File: src/rtl/id_ex_stage_if.sv
// ID/EX stage bundle: Decode-side inputs, writeback bypass inputs and the
// registered Execute-side outputs. The master modport belongs to the pipeline control and Decode; the slave modport belongs to the stage.
interface id_ex_stage_if #(
  parameter int XLEN     = 32,
  parameter int ALUCTL_W = 4
);
  logic                StallE;
  logic                FlushE;
  logic                ValidD;
  logic [XLEN-1:0]     RD1D;
  logic [XLEN-1:0]     RD2D;
  logic [XLEN-1:0]     PCD;
  logic [XLEN-1:0]     PCPlus4D;
  logic [XLEN-1:0]     ImmExtD;
  logic [4:0]          Rs1D;
  logic [4:0]          Rs2D;
  logic [4:0]          RdD;
  logic                RegWriteD;
  logic                MemWriteD;
  logic                JumpD;
  logic                BranchD;
  logic                ALUSrcD;
  logic [1:0]          ResultSrcD;
  logic [ALUCTL_W-1:0] ALUControlD;
  logic                RegWriteW;
  logic [4:0]          RdW;
  logic [XLEN-1:0]     ResultW;

  logic                ValidE;
  logic [XLEN-1:0]     RD1E;
  logic [XLEN-1:0]     RD2E;
  logic [XLEN-1:0]     PCE;
  logic [XLEN-1:0]     PCPlus4E;
  logic [XLEN-1:0]     ImmExtE;
  logic [4:0]          Rs1E;
  logic [4:0]          Rs2E;
  logic [4:0]          RdE;
  logic                RegWriteE;
  logic                MemWriteE;
  logic                JumpE;
  logic                BranchE;
  logic                ALUSrcE;
  logic [1:0]          ResultSrcE;
  logic [ALUCTL_W-1:0] ALUControlE;

  modport master (
    output StallE, FlushE, ValidD, RD1D, RD2D, PCD, PCPlus4D, ImmExtD,
           Rs1D, Rs2D, RdD, RegWriteD, MemWriteD, JumpD, BranchD, ALUSrcD,
           ResultSrcD, ALUControlD, RegWriteW, RdW, ResultW,
    input  ValidE, RD1E, RD2E, PCE, PCPlus4E, ImmExtE, Rs1E, Rs2E, RdE,
           RegWriteE, MemWriteE, JumpE, BranchE, ALUSrcE, ResultSrcE,
           ALUControlE
  );

  modport slave (
    input  StallE, FlushE, ValidD, RD1D, RD2D, PCD, PCPlus4D, ImmExtD,
           Rs1D, Rs2D, RdD, RegWriteD, MemWriteD, JumpD, BranchD, ALUSrcD,
           ResultSrcD, ALUControlD, RegWriteW, RdW, ResultW,
    output ValidE, RD1E, RD2E, PCE, PCPlus4E, ImmExtE, Rs1E, Rs2E, RdE,
           RegWriteE, MemWriteE, JumpE, BranchE, ALUSrcE, ResultSrcE,
           ALUControlE
  );
endinterface

File: src/rtl/id_ex_stage.sv
// OTTER ID/EX pipeline register with stall, flush and invalid-instruction squash.
// Optional macro ID_EX_WB_BYPASS_EN forwards the writeback result into RD1E/RD2E.
module id_ex_stage #(
  parameter int XLEN     = 32,
  parameter int ALUCTL_W = 4
) (
  input logic         CLK,
  input logic         RST,
  id_ex_stage_if.slave bus
);

  // Edge priority is RST > FlushE > StallE > load. A load with ValidD = 0
  // is a bubble, so a stall still holds the stage even when Decode is empty.
  logic            loadBubble;
  logic [XLEN-1:0] rd1Next;
  logic [XLEN-1:0] rd2Next;

  assign loadBubble = bus.FlushE || (!bus.StallE && !bus.ValidD);

  always_comb begin
    rd1Next = bus.RD1D;
    rd2Next = bus.RD2D;
`ifdef ID_EX_WB_BYPASS_EN
    // Register files without write-before-read miss the same-cycle writeback.
    if (bus.RegWriteW && (bus.RdW != 5'd0) && (bus.RdW == bus.Rs1D))
      rd1Next = bus.ResultW;
    if (bus.RegWriteW && (bus.RdW != 5'd0) && (bus.RdW == bus.Rs2D))
      rd2Next = bus.ResultW;
`endif
  end

  always_ff @(posedge CLK) begin
    if (RST || loadBubble) begin
      bus.ValidE      <= 1'b0;
      bus.RD1E        <= '0;
      bus.RD2E        <= '0;
      bus.PCE         <= '0;
      bus.PCPlus4E    <= '0;
      bus.ImmExtE     <= '0;
      bus.Rs1E        <= '0;
      bus.Rs2E        <= '0;
      bus.RdE         <= '0;
      bus.RegWriteE   <= 1'b0;
      bus.MemWriteE   <= 1'b0;
      bus.JumpE       <= 1'b0;
      bus.BranchE     <= 1'b0;
      bus.ALUSrcE     <= 1'b0;
      bus.ResultSrcE  <= '0;
      bus.ALUControlE <= '0;
    end else if (!bus.StallE) begin
      bus.ValidE      <= 1'b1;
      bus.RD1E        <= rd1Next;
      bus.RD2E        <= rd2Next;
      bus.PCE         <= bus.PCD;
      bus.PCPlus4E    <= bus.PCPlus4D;
      bus.ImmExtE     <= bus.ImmExtD;
      bus.Rs1E        <= bus.Rs1D;
      bus.Rs2E        <= bus.Rs2D;
      bus.RdE         <= bus.RdD;
      bus.RegWriteE   <= bus.RegWriteD;
      bus.MemWriteE   <= bus.MemWriteD;
      bus.JumpE       <= bus.JumpD;
      bus.BranchE     <= bus.BranchD;
      bus.ALUSrcE     <= bus.ALUSrcD;
      bus.ResultSrcE  <= bus.ResultSrcD;
      bus.ALUControlE <= bus.ALUControlD;
    end
  end

endmodule

File: src/flat_wrapper.sv
// flat-port wrapper written by rule: the top's interface ports become plain ports
module id_ex_stage_flat 
#(
  parameter int XLEN     = 32,
  parameter int ALUCTL_W = 4
)
  (CLK, RST, bus_StallE, bus_FlushE, bus_ValidD, bus_RD1D, bus_RD2D, bus_PCD, bus_PCPlus4D, bus_ImmExtD, bus_Rs1D, bus_Rs2D, bus_RdD, bus_RegWriteD, bus_MemWriteD, bus_JumpD, bus_BranchD, bus_ALUSrcD, bus_ResultSrcD, bus_ALUControlD, bus_RegWriteW, bus_RdW, bus_ResultW, bus_ValidE, bus_RD1E, bus_RD2E, bus_PCE, bus_PCPlus4E, bus_ImmExtE, bus_Rs1E, bus_Rs2E, bus_RdE, bus_RegWriteE, bus_MemWriteE, bus_JumpE, bus_BranchE, bus_ALUSrcE, bus_ResultSrcE, bus_ALUControlE);
  id_ex_stage_if #(.XLEN(XLEN), .ALUCTL_W(ALUCTL_W)) bus_i ();
  input logic CLK;
  input logic RST;
  input wire logic [$bits(bus_i.StallE)-1:0] bus_StallE;
  input wire logic [$bits(bus_i.FlushE)-1:0] bus_FlushE;
  input wire logic [$bits(bus_i.ValidD)-1:0] bus_ValidD;
  input wire logic [$bits(bus_i.RD1D)-1:0] bus_RD1D;
  input wire logic [$bits(bus_i.RD2D)-1:0] bus_RD2D;
  input wire logic [$bits(bus_i.PCD)-1:0] bus_PCD;
  input wire logic [$bits(bus_i.PCPlus4D)-1:0] bus_PCPlus4D;
  input wire logic [$bits(bus_i.ImmExtD)-1:0] bus_ImmExtD;
  input wire logic [$bits(bus_i.Rs1D)-1:0] bus_Rs1D;
  input wire logic [$bits(bus_i.Rs2D)-1:0] bus_Rs2D;
  input wire logic [$bits(bus_i.RdD)-1:0] bus_RdD;
  input wire logic [$bits(bus_i.RegWriteD)-1:0] bus_RegWriteD;
  input wire logic [$bits(bus_i.MemWriteD)-1:0] bus_MemWriteD;
  input wire logic [$bits(bus_i.JumpD)-1:0] bus_JumpD;
  input wire logic [$bits(bus_i.BranchD)-1:0] bus_BranchD;
  input wire logic [$bits(bus_i.ALUSrcD)-1:0] bus_ALUSrcD;
  input wire logic [$bits(bus_i.ResultSrcD)-1:0] bus_ResultSrcD;
  input wire logic [$bits(bus_i.ALUControlD)-1:0] bus_ALUControlD;
  input wire logic [$bits(bus_i.RegWriteW)-1:0] bus_RegWriteW;
  input wire logic [$bits(bus_i.RdW)-1:0] bus_RdW;
  input wire logic [$bits(bus_i.ResultW)-1:0] bus_ResultW;
  output wire logic [$bits(bus_i.ValidE)-1:0] bus_ValidE;
  output wire logic [$bits(bus_i.RD1E)-1:0] bus_RD1E;
  output wire logic [$bits(bus_i.RD2E)-1:0] bus_RD2E;
  output wire logic [$bits(bus_i.PCE)-1:0] bus_PCE;
  output wire logic [$bits(bus_i.PCPlus4E)-1:0] bus_PCPlus4E;
  output wire logic [$bits(bus_i.ImmExtE)-1:0] bus_ImmExtE;
  output wire logic [$bits(bus_i.Rs1E)-1:0] bus_Rs1E;
  output wire logic [$bits(bus_i.Rs2E)-1:0] bus_Rs2E;
  output wire logic [$bits(bus_i.RdE)-1:0] bus_RdE;
  output wire logic [$bits(bus_i.RegWriteE)-1:0] bus_RegWriteE;
  output wire logic [$bits(bus_i.MemWriteE)-1:0] bus_MemWriteE;
  output wire logic [$bits(bus_i.JumpE)-1:0] bus_JumpE;
  output wire logic [$bits(bus_i.BranchE)-1:0] bus_BranchE;
  output wire logic [$bits(bus_i.ALUSrcE)-1:0] bus_ALUSrcE;
  output wire logic [$bits(bus_i.ResultSrcE)-1:0] bus_ResultSrcE;
  output wire logic [$bits(bus_i.ALUControlE)-1:0] bus_ALUControlE;
  assign bus_i.StallE = bus_StallE;
  assign bus_i.FlushE = bus_FlushE;
  assign bus_i.ValidD = bus_ValidD;
  assign bus_i.RD1D = bus_RD1D;
  assign bus_i.RD2D = bus_RD2D;
  assign bus_i.PCD = bus_PCD;
  assign bus_i.PCPlus4D = bus_PCPlus4D;
  assign bus_i.ImmExtD = bus_ImmExtD;
  assign bus_i.Rs1D = bus_Rs1D;
  assign bus_i.Rs2D = bus_Rs2D;
  assign bus_i.RdD = bus_RdD;
  assign bus_i.RegWriteD = bus_RegWriteD;
  assign bus_i.MemWriteD = bus_MemWriteD;
  assign bus_i.JumpD = bus_JumpD;
  assign bus_i.BranchD = bus_BranchD;
  assign bus_i.ALUSrcD = bus_ALUSrcD;
  assign bus_i.ResultSrcD = bus_ResultSrcD;
  assign bus_i.ALUControlD = bus_ALUControlD;
  assign bus_i.RegWriteW = bus_RegWriteW;
  assign bus_i.RdW = bus_RdW;
  assign bus_i.ResultW = bus_ResultW;
  assign bus_ValidE = bus_i.ValidE;
  assign bus_RD1E = bus_i.RD1E;
  assign bus_RD2E = bus_i.RD2E;
  assign bus_PCE = bus_i.PCE;
  assign bus_PCPlus4E = bus_i.PCPlus4E;
  assign bus_ImmExtE = bus_i.ImmExtE;
  assign bus_Rs1E = bus_i.Rs1E;
  assign bus_Rs2E = bus_i.Rs2E;
  assign bus_RdE = bus_i.RdE;
  assign bus_RegWriteE = bus_i.RegWriteE;
  assign bus_MemWriteE = bus_i.MemWriteE;
  assign bus_JumpE = bus_i.JumpE;
  assign bus_BranchE = bus_i.BranchE;
  assign bus_ALUSrcE = bus_i.ALUSrcE;
  assign bus_ResultSrcE = bus_i.ResultSrcE;
  assign bus_ALUControlE = bus_i.ALUControlE;
  id_ex_stage #(.XLEN(XLEN), .ALUCTL_W(ALUCTL_W)) u_core (.CLK(CLK), .RST(RST), .bus(bus_i));
endmodule
File: config.mk
export PLATFORM = sky130hd
export DESIGN_NAME = id_ex_stage_flat
export DESIGN_NICKNAME = d
export VERILOG_FILES = /design/src/rtl/id_ex_stage_if.sv /design/src/rtl/id_ex_stage.sv /design/src/flat_wrapper.sv
export SDC_FILE = /design/constraint.sdc
export NUM_CORES = 1
export LEC_CHECK = 0
export BUFFER_PORTS_ARGS = -buffer_cell sky130_fd_sc_hd__buf_2
export CAP_MARGIN = 20
export CORE_AREA = 2 2 164 166
export DETAILED_ROUTE_END_ITERATION = 7
export DIE_AREA = 0 0 166 168
export SLEW_MARGIN = 20
export SYNTH_ARGS = -nofsm -noshare
export SYNTH_HDL_FRONTEND = slang
export SYNTH_SLANG_ARGS = --single-unit
File: constraint.sdc
create_clock -name CLK -period 2.2 [get_ports CLK]
set_clock_uncertainty 0.1 [all_clocks]
set_input_delay 0.44 -clock CLK [delete_from_list [all_inputs] [get_ports CLK]]
set_output_delay 0.44 -clock CLK [all_outputs]
set_load 0.005 [all_outputs]
* Word-level counts from Yosys, hierarchy flattened *
Cells that the tools add are included.

storage, ports and cells
  flip-flop bits (word level) = 187
  logic and storage cells = 21
  output and inout bits = 187

operators by class
  reductions and logical operators = 5

operators by type and width
  kind                 count
  $logic_not A1 Y1     2
  $logic_or A1 B1 Y1   2
  $logic_and A1 B1 Y1  1

* Logic depth before layout (Yosys ltp) *
Gate-level depths: netlist of the first run.

  depth after elaboration = 4
  gate-level depth with buffers = 5

* Worst setup path before layout of the first run *
Ideal clock, no wire load.

  path kind = input to register
  start point = in RST
  end point = reg u_core.bus.RD1E[23]
  library setup time = 0.066 ns
  setup slack = 0.866 ns
  stages on the path = 5
  buffers on the path = 3
  arrival = 1.168 ns
  cells stage by stage = or2_1 -> buf_6 -> buf_12 -> buf_12 -> a21oi_2

on the way
  word-level cells in the longest chain between the ends = 1

RTL lines
  element               line                  text
  from (decl)           flat_wrapper.sv:10    input logic RST;
  $logic_or A1 B1 Y1    id_ex_stage.sv:33     if (RST || loadBubble) begin
  to (signal assigned)  id_ex_stage.sv:52     bus.RD1E <= rd1Next;
  to (decl)             id_ex_stage_if.sv:59  output ValidE, RD1E, RD2E, PCE, PCPlus4E, ImmExtE, Rs1E, Rs2E, RdE,

No other way between the ends.
A chain may end at the register's enable or synchronous reset.

* Final worst setup path of the first run *
  start point = reg u_core.bus.ImmExtE[31]
  end point = out bus_ImmExtE[31]

RTL lines
  element                 line                  text
  from (decl)             id_ex_stage_if.sv:59
  from (signal assigned)  id_ex_stage.sv:56     bus.ImmExtE <= bus.ImmExtD;
  to (decl)               flat_wrapper.sv:37    output wire logic [$bits(bus_i.ImmExtE)-1:0] bus_ImmExtE;

No word-level cell between the ends.

==> results.txt, run 1 <==
Post-synthesis cell area: 7850 sq um
Cts repair resizes: 0
Most frequent cells in the layout: sky130_fd_sc_hd__buf_2, sky130_fd_sc_hd__dfxtp_1, sky130_fd_sc_hd__nand2_1, sky130_fd_sc_hd__nand3b_1, sky130_fd_sc_hd__a21oi_2
Pin count of the biggest net entering global routing: 96
Post-detailed-route wirelength per cell: 14.8 microns
Register bit count reported by yosys: 187
Net count reported at finish: 1395
Share of layout cells above drive strength 1: 47.6%
Maximum Capacitance Violations: 0
Setup-violating endpoint count in the final report: 0
Hold violation total from the final report: 0
PnR Total Power: 7.25 mW
Core Area: 26400 sq um
Maximum buffer depth of the clock tree: 2
Least-Margin Pin Slew: 684 ps
Initial DRC Count: 387
Worst-Skew Late Latency: 430 ps
I/O Pins: 416
Critical Path Start Type: flop
CTS tree: yes
Highest cell delay on the worst timing path: 380 ps
Category of the most critical setup path: flop to output port
Ratio of routed vias to standard cells: 4.58
Count of mapped cells out of synthesis: 831
Total congestion overflow: 0
Count of unique library cells instantiated by Yosys: 14
Status: complete, no violations
First-pass GRT wire length: 35500 microns
Setup bufs post-CTS: 0
Net count of the mapped netlist: 1060
RSZ-0062 raised after global routing: false
Pwr/cell area: 694 nW/um^2
Drt pass-1 iters: 4
Max Clk Rate: 675 MHz
Placed Instance Area: 9890 sq um
Biggest fanout along the worst timing path: 2
Total count of max-transition violations in the final report: 0
Dominant delay contributor by cell family on the critical path: flip-flops
Count of antenna-violating nets left after detailed routing: 0
Commonest non-fill, non-tap cell in the layout: sky130_fd_sc_hd__buf_2
Post-layout minimum cycle time: 1480 ps
Buffers added on ports: 377
Endpoint arrival time on the critical path: 940 ps
# DRC: 0
Final sum of negative setup slack: 0 ps
Area enclosed by the die boundary: 27900 sq um
Number of buffers inserted during clock tree synthesis: 17
Class of the most critical hold timing path: primary input to flop
Horiz. Die Dim: 166 microns
H-tree depth reported by CTS: 4
Reported leakage power: 4.24 nW
Syn_area_per_cell: 9.44 sq um
Number of global-route vias before repair: 6578
Peak VDD IR: 0.000467 V
# hold bufs at CTS: 0
Ordered cell list for the critical path: buf_2
GRT Overall Usage: 15.6%
Max transition margin: 54.4%
Final worst slack: 720 ps
Area of all placed cells without fillers: 10400 sq um
Clock Sinks: 187
Gpl congestion: 0.749
Share of the clock period used by the worst path after layout: 67.3%
HPWL after DPL: 15500 microns
Ys Warns: 0
Area added between synthesis and finish: 33.1%
Clock root cell: sky130_fd_sc_hd__clkbuf_16
Rows: 60
Worst-path cell with the longest stage delay: sky130_fd_sc_hd__dfxtp_1
Height of the die: 168 microns
Total number of vias: 6951
DP Worst Slack: 494 ps
Sequential-to-total area share from yosys stat: 47.7%
Total Wirelength: 22400 microns
Antenna diode instance count: 0
Critical Path Sink Type: output port
Clock transition at path regs: 80 ps
Buffer and inverter count on the worst path: 1
Final core utilization: 39.6%
Antenna violations before repair: 0
Effective utilization at floorplan: 29.8%
Required @ worst endpoint: 1660 ps
==> tightest hold or removal path, cell delays in order <==
cell,delay (ps)
sky130_fd_sc_hd__buf_2,90
sky130_fd_sc_hd__nand3b_1,70
sky130_fd_sc_hd__a21oi_1,60
==> cell families (layout without fill, tap and decap cells) <==
logic type / Yosys count / in the layout / synth area share (%)
flip-flops: 187 / 187 / 47.7
multiplexers: 1 / 1 / 0.128
buffers and inverters: 83 / 430 / 7.28
AO/OA/AOI/OAI: 186 / 186 / 18.1
AND/OR/NAND/NOR: 374 / 374 / 26.8
==> state kept, by name, indices dropped and copies added (netlist names) <==
register,count
u_core.bus.Rs1E,5
u_core.bus.RegWriteE,1
u_core.bus.Rs2E,5
u_core.bus.BranchE,1
u_core.bus.PCPlus4E,32
u_core.bus.RD2E,32
u_core.bus.ResultSrcE,2
u_core.bus.RD1E,32
u_core.bus.ValidE,1
u_core.bus.JumpE,1
u_core.bus.ALUControlE,4
u_core.bus.MemWriteE,1
u_core.bus.RdE,5
u_core.bus.ImmExtE,32
u_core.bus.ALUSrcE,1
u_core.bus.PCE,32
==> routing by layer <==
metal	global-route usage (%)	vias to the layer above	part of all wire, %
met5	0	-	0
met4	4.50	0	1.6
met3	4.72	22	6.4
met2	25.8	226	48
met1	19.7	3222	44
li1	-	3481	-
==> path summary, 6_finish.rpt <==
kind                          startpoint                endpoint  slack (ps)  cells after the start
setup reg to reg  u_core.bus.ImmExtE[31]  u_core.bus.ImmExtE[31]        1480                      2
setup / recovery  u_core.bus.ImmExtE[31]         bus_ImmExtE[31]         720                      1
hold reg to reg        u_core.bus.RdE[0]       u_core.bus.RdE[0]         360                      2
hold / removal           bus_ImmExtD[31]  u_core.bus.ImmExtE[31]         170                      3
==> cells in the mapped netlist (all sizes together) <==
library cell | number | area share (%)
clkbuf | 37 | 1.8
nand3b | 186 | 18
a21oi | 186 | 18
nand2 | 186 | 8.9
nor2 | 1 | 0.048
or2 | 1 | 0.080
dfxtp | 187 | 48
mux2i | 1 | 0.13
buf | 46 | 5.5
==> through the flow <==
| stage | instances | hold slack, ps |
|---|---|---|
| final | 1519 | 172 |
| after global routing | 1519 | 154 |
| after CTS | 1519 | 142 |
| after detailed placement | 1488 | 348 |
| after global placement | 1488 | 339 |
| after floorplan | 831 | 347 |
==> final cells by class <==
cell class	instances	area [sq um]
Clock buffer	18	439
Clock inverter	13	120
Fill cell	2766	15900
Multi-Input combinational cell	561	3540
Sequential cell	187	3740
Tap cell	341	427
Timing Repair Buffer	399	2180
==> power breakdown <==
part	internal, mW	total (mW)	switching [mW]
registers	3.45	3.48	0.0323
clock network	1.53	3.03	1.49
logic	0.344	0.741	0.398
total	5.33	7.25	1.92
No activity file was read; power rests on OpenSTA's default activity.
==> run 2, diff against run 1 <==
--- a/config.mk
+++ b/config.mk
@@ -7,9 +7,11 @@
 export LEC_CHECK = 0
 export BUFFER_PORTS_ARGS = -buffer_cell sky130_fd_sc_hd__buf_2
 export CAP_MARGIN = 20
-export CORE_AREA = 2 2 164 166
+export CORE_ASPECT_RATIO = 0.5
+export CORE_MARGIN = 2
+export CORE_UTILIZATION = 41
 export DETAILED_ROUTE_END_ITERATION = 7
-export DIE_AREA = 0 0 166 168
+export PLACE_DENSITY = 0.77
 export SLEW_MARGIN = 20
 export SYNTH_ARGS = -nofsm -noshare
 export SYNTH_HDL_FRONTEND = slang
==> constraint.sdc (replaced) <==
create_clock -name CLK -period 1.3 [get_ports CLK]
set_clock_uncertainty 0.1 [all_clocks]
set_input_delay 0.26 -clock CLK [delete_from_list [all_inputs] [get_ports CLK]]
set_output_delay 0.26 -clock CLK [all_outputs]
set_load 0.005 [all_outputs]
==> results.txt, run 2 (synthesized netlist as in run 1, its figures left out) <==
Status: complete, no violations
PnR Total Power: 12.4 mW
Highest cell delay on the worst timing path: 360 ps
HPWL after DPL: 15500 microns
Startpoint of the lowest-slack hold path: bus_RD1D[12]
Post-layout minimum cycle time: 1250 ps
Required @ worst endpoint: 940 ps
Area added between synthesis and finish: 35.4%
Critical path origin: u_core.bus.RD2E[26]
Max transition margin: 82.5%
Peak VDD IR: 0.000899 V
Total congestion overflow: 0
Biggest fanout along the worst timing path: 2
H-tree depth reported by CTS: 4
M1 wire length: 9130 microns
# DRC: 0
Height of the die: 102 microns
Total count of max-transition violations in the final report: 0
Total number of vias: 7134
Ordered cell list for the critical path: buf_2
Core Area: 18600 sq um
Met3 WL post-DR: 950 microns
Buffer and inverter count on the worst path: 1
Setup bufs post-CTS: 0
Category of the most critical setup path: flop to output port
Horiz. Die Dim: 200 microns
Number of buffers inserted during clock tree synthesis: 17
First-pass GRT wire length: 33300 microns
Commonest non-fill, non-tap cell in the layout: sky130_fd_sc_hd__buf_2
Antenna violations before repair: 1
Max Clk Rate: 800 MHz
Post-detailed-route wirelength per cell: 15.1 microns
Dominant delay contributor by cell family on the critical path: flip-flops
Most frequent cells in the layout: sky130_fd_sc_hd__buf_2, sky130_fd_sc_hd__nand2_1, sky130_fd_sc_hd__nand3b_1
Drt pass-1 iters: 5
Share of the clock period used by the worst path after layout: 96.2%
Hold violation total from the final report: 0
Ratio of routed vias to standard cells: 4.90
Net count reported at finish: 1412
Setup-violating endpoint count in the final report: 0
Least-Margin Pin Slew: 263 ps
Worst-path cell with the longest stage delay: sky130_fd_sc_hd__dfxtp_1
Class of the most critical hold timing path: primary input to flop
Worst-Skew Late Latency: 400 ps
Clock Sinks: 187
Startpoint of the worst register-to-register path: u_core.bus.RdE[3]
Rows: 35
Gpl congestion: 0.838
Final sum of negative setup slack: 0 ps
Tightest hold margin: 15.8 ps
Area enclosed by the die boundary: 20300 sq um
Met2 wire length: 11300 microns
RSZ-0062 raised after global routing: false
Highest routed layer: met4
Clock root cell: sky130_fd_sc_hd__clkbuf_16
Count of antenna-violating nets left after detailed routing: 0
Number of global-route vias before repair: 6781
Reported leakage power: 4.34 nW
Critical Path Sink Type: output port
Pwr/cell area: 1160 nW/um^2
Clock transition at path regs: 60 ps
I/O Pins: 416
Initial DRC Count: 365
Maximum buffer depth of the clock tree: 2
Critical Path Start Type: flop
Total Wirelength: 21900 microns
Effective utilization at floorplan: 42.3%
CTS tree: yes
Pin count of the biggest net entering global routing: 63
Maximum Capacitance Violations: 0
Buffers added on ports: 377
Endpoint arrival time on the critical path: 890 ps
Share of layout cells above drive strength 1: 47.2%
GRT Overall Usage: 20.5%
==> run 2: changes by cell type in the layout (fill, tap and decap cells not counted), sizes merged <==
cell / change
diode: +1
inv: -7
dlygate4sd3: +16
clkinv: +1
clkinvlp: +4
clkbuf: +1
bufinv: +2
buf: +1
==> run 2: path summary, 6_finish.rpt <==
path	to	slack [ps]	depth (start not counted)
worst max-delay path	bus_RD2E[26]	50	1
worst min-delay path	u_core.bus.RD1E[12]	20	3
worst max register to register	u_core.bus.RdE[3]	560	2
worst min register to register	u_core.bus.ALUControlE[3]	360	2
==> run 2: per-layer routing <==
metal	global-route usage, %	vias up
li1	-	3515
met1	23.6	3378
met2	37.7	198
met3	3.93	43
met4	8.77	0
met5	0	-
==> run 2: worst register-to-register path: cells and delay by family (launching register included) <==
kind | cells | cell delay [ps]
AOI/OAI and AO/OA | 1 | 150
DFF | 1 | 350
and+or+nand+nor | 1 | 60
==> run 2: repair_timing <==
action | CTS | global route
gates resized for setup | 0 | 2
setup endpoints to repair | 0 | 2
hold buffers | 16 | 0
endpoints found under the hold margin | 16 | 0
==> run 2: layout make-up <==
cell class / instances / area, sq um
sequential: 187 / 3750
timing repair buffer: 416 / 2430
tap: 259 / 324
antenna: 1 / 2.50
fill: 1707 / 7940
clock buffer: 19 / 443
clock inverter: 13 / 140
multi-input combinational: 561 / 3540
==> run 2: metrics by stage <==
| step | instances | utilization, % | area [sq um] | setup slack, ps |
|---|---|---|---|---|
| CTS | 1455 | 57.2 | 10600 | 3.61 |
| global route | 1456 | 57.2 | 10600 | 9.00 |
| finish | 1456 | 57.2 | 10600 | 49.6 |
| global placement | 1407 | 53.2 | 9880 | 54.0 |
| detailed placement | 1407 | 53.2 | 9880 | 21.6 |
| floorplan | 831 | - | 7850 | 146 |
==> run 2: power breakdown <==
part	internal (mW)	leakage, nW	switching [mW]
Sequential	5.84	1.52	0.0551
Combinational	0.644	2.55	0.687
Clock	2.90	0.276	2.23
==> run 3, diff against run 2 <==
--- a/config.mk
+++ b/config.mk
@@ -11,7 +11,7 @@
 export CORE_MARGIN = 2
 export CORE_UTILIZATION = 41
 export DETAILED_ROUTE_END_ITERATION = 7
-export PLACE_DENSITY = 0.77
+export PLACE_DENSITY = 0.75
 export SLEW_MARGIN = 20
 export SYNTH_ARGS = -nofsm -noshare
 export SYNTH_HDL_FRONTEND = slang
==> results.txt, run 3 (synthesized netlist as in run 1, its figures left out) <==
Final worst slack: 56.3 ps
Least-Margin Pin Slew: 332 ps
Share of layout cells above drive strength 1: 45.9%
Rows: 35
Total count of max-transition violations in the final report: 0
Ordered cell list for the critical path: buf_2
Clock Sinks: 187
Layout fillers: 1663
Antenna diode instance count: 0
DP Worst Slack: -5.41 ps
HPWL after DPL: 14900 microns
Status: complete, no violations
Highest cell delay on the worst timing path: 350 ps
Clock root cell: sky130_fd_sc_hd__clkbuf_16
Buffers added on ports: 377
Critical Path Start Type: flop
Post-layout minimum cycle time: 1240 ps
Total Wirelength: 22100 microns
Maximum Capacitance Violations: 0
H-tree depth reported by CTS: 4
Class of the most critical hold timing path: primary input to flop
Commonest non-fill, non-tap cell in the layout: sky130_fd_sc_hd__buf_2
Share of the clock period used by the worst path after layout: 95.7%
Pin count of the biggest net entering global routing: 79
Total placed cells including tap cells: 1403
Area enclosed by the die boundary: 20300 sq um
Ratio of routed vias to standard cells: 4.87
Buffer and inverter count on the worst path: 1
Placed Instance Area: 9770 sq um
Area of all placed cells without fillers: 10800 sq um
Number of global-route vias before repair: 6830
Net count reported at finish: 1436
Final core utilization: 58.1%
Stages on worst setup path: 1
Worst-Skew Late Latency: 410 ps
Count of antenna-violating nets left after detailed routing: 0
Drt pass-1 iters: 5
Required @ worst endpoint: 940 ps
I/O Pins: 416
Endpoint arrival time on the critical path: 880 ps
Horiz. Die Dim: 200 microns
Initial DRC Count: 352
Effective utilization at floorplan: 42.3%
Worst Reg2Reg Path Length in Cells: 2
Gpl congestion: 0.912
RSZ-0062 raised after global routing: false
First-pass GRT wire length: 33300 microns
Max Clk Rate: 804 MHz
Maximum buffer depth of the clock tree: 2
Setup-violating endpoint count in the final report: 0
Most frequent cells in the layout: sky130_fd_sc_hd__buf_2, sky130_fd_sc_hd__nand2_1, sky130_fd_sc_hd__nand3b_1
Clock transition at path regs: 70 ps
Total congestion overflow: 0
Peak VDD IR: 0.000853 V
Core Area: 18600 sq um
Number of standard cells in the final layout excluding fillers: 1478
Worst Hold Depth: 3
Worst-path cell with the longest stage delay: sky130_fd_sc_hd__dfxtp_1
CTS tree: yes
Number of buffers inserted during clock tree synthesis: 17
Reported leakage power: 4.40 nW
Category of the most critical setup path: flop to output port
Max transition margin: 77.9%
Antenna violations before repair: 0
GRT Overall Usage: 20.4%
Dominant delay contributor by cell family on the critical path: flip-flops
# DRC: 0
Post-detailed-route wirelength per cell: 14.9 microns
Area added between synthesis and finish: 37.5%
Pwr/cell area: 1150 nW/um^2
Critical Path Sink Type: output port
Hold violation total from the final report: 0
Height of the die: 102 microns
Biggest fanout along the worst timing path: 2
Tightest hold margin: 21.0 ps
Total number of vias: 7198
-- run 3: area by class of cell --
| class | count | area [sq um] | share of cell area (%) |
|---|---|---|---|
| well taps | 259 | 324 | 3.00 |
| flip-flops and latches | 187 | 3750 | 34.7 |
| repair buffers | 440 | 2610 | 24.1 |
| clock inverters | 9 | 115 | 1.07 |
| clock buffers | 22 | 464 | 4.30 |
| multi-input cells | 561 | 3540 | 32.8 |
-- run 3: power breakdown --
part,switching [mW],internal (mW)
registers,0.0554,5.84
clock network,2.20,2.94
logic,0.689,0.666
total,2.94,9.45
-- run 3: worst paths after layout --
kind	startpoint	endpoint	slack (ps)
max	u_core.bus.RD1E[4]	bus_RD1E[4]	60
min	bus_MemWriteD	u_core.bus.MemWriteE	20
max reg2reg	u_core.bus.RD1E[4]	u_core.bus.RD1E[4]	550
min reg2reg	u_core.bus.RD1E[15]	u_core.bus.RD1E[15]	360
-- run 3: per-layer routing --
layer	global-route usage, %	part of all wire [%]	wire [microns]	vias to the layer above
li1	-	-	-	3560
met1	23.6	41	9150	3387
met2	36.3	50	11100	202
met3	5.05	5.6	1230	49
met4	8.83	2.8	609	0
met5	0	0	0	-
-- run 3: repair_timing --
action | CTS | global route
hold buffers | 44 | 0
hold endpoints to repair | 44 | 0
resized for setup | 0 | 4
endpoints found under the setup margin | 0 | 4
setup buffers | 0 | 0
-- run 3: stage by stage --
step / total power, mW / setup TNS (ps)
2_1_floorplan: 6.79 / 0
3_3_place_gp: 7.23 / 0
3_5_place_dp: 7.27 / -5.41
4_1_cts: 12.5 / 0
5_1_grt: 12.9 / 0
6_report: 12.4 / 0
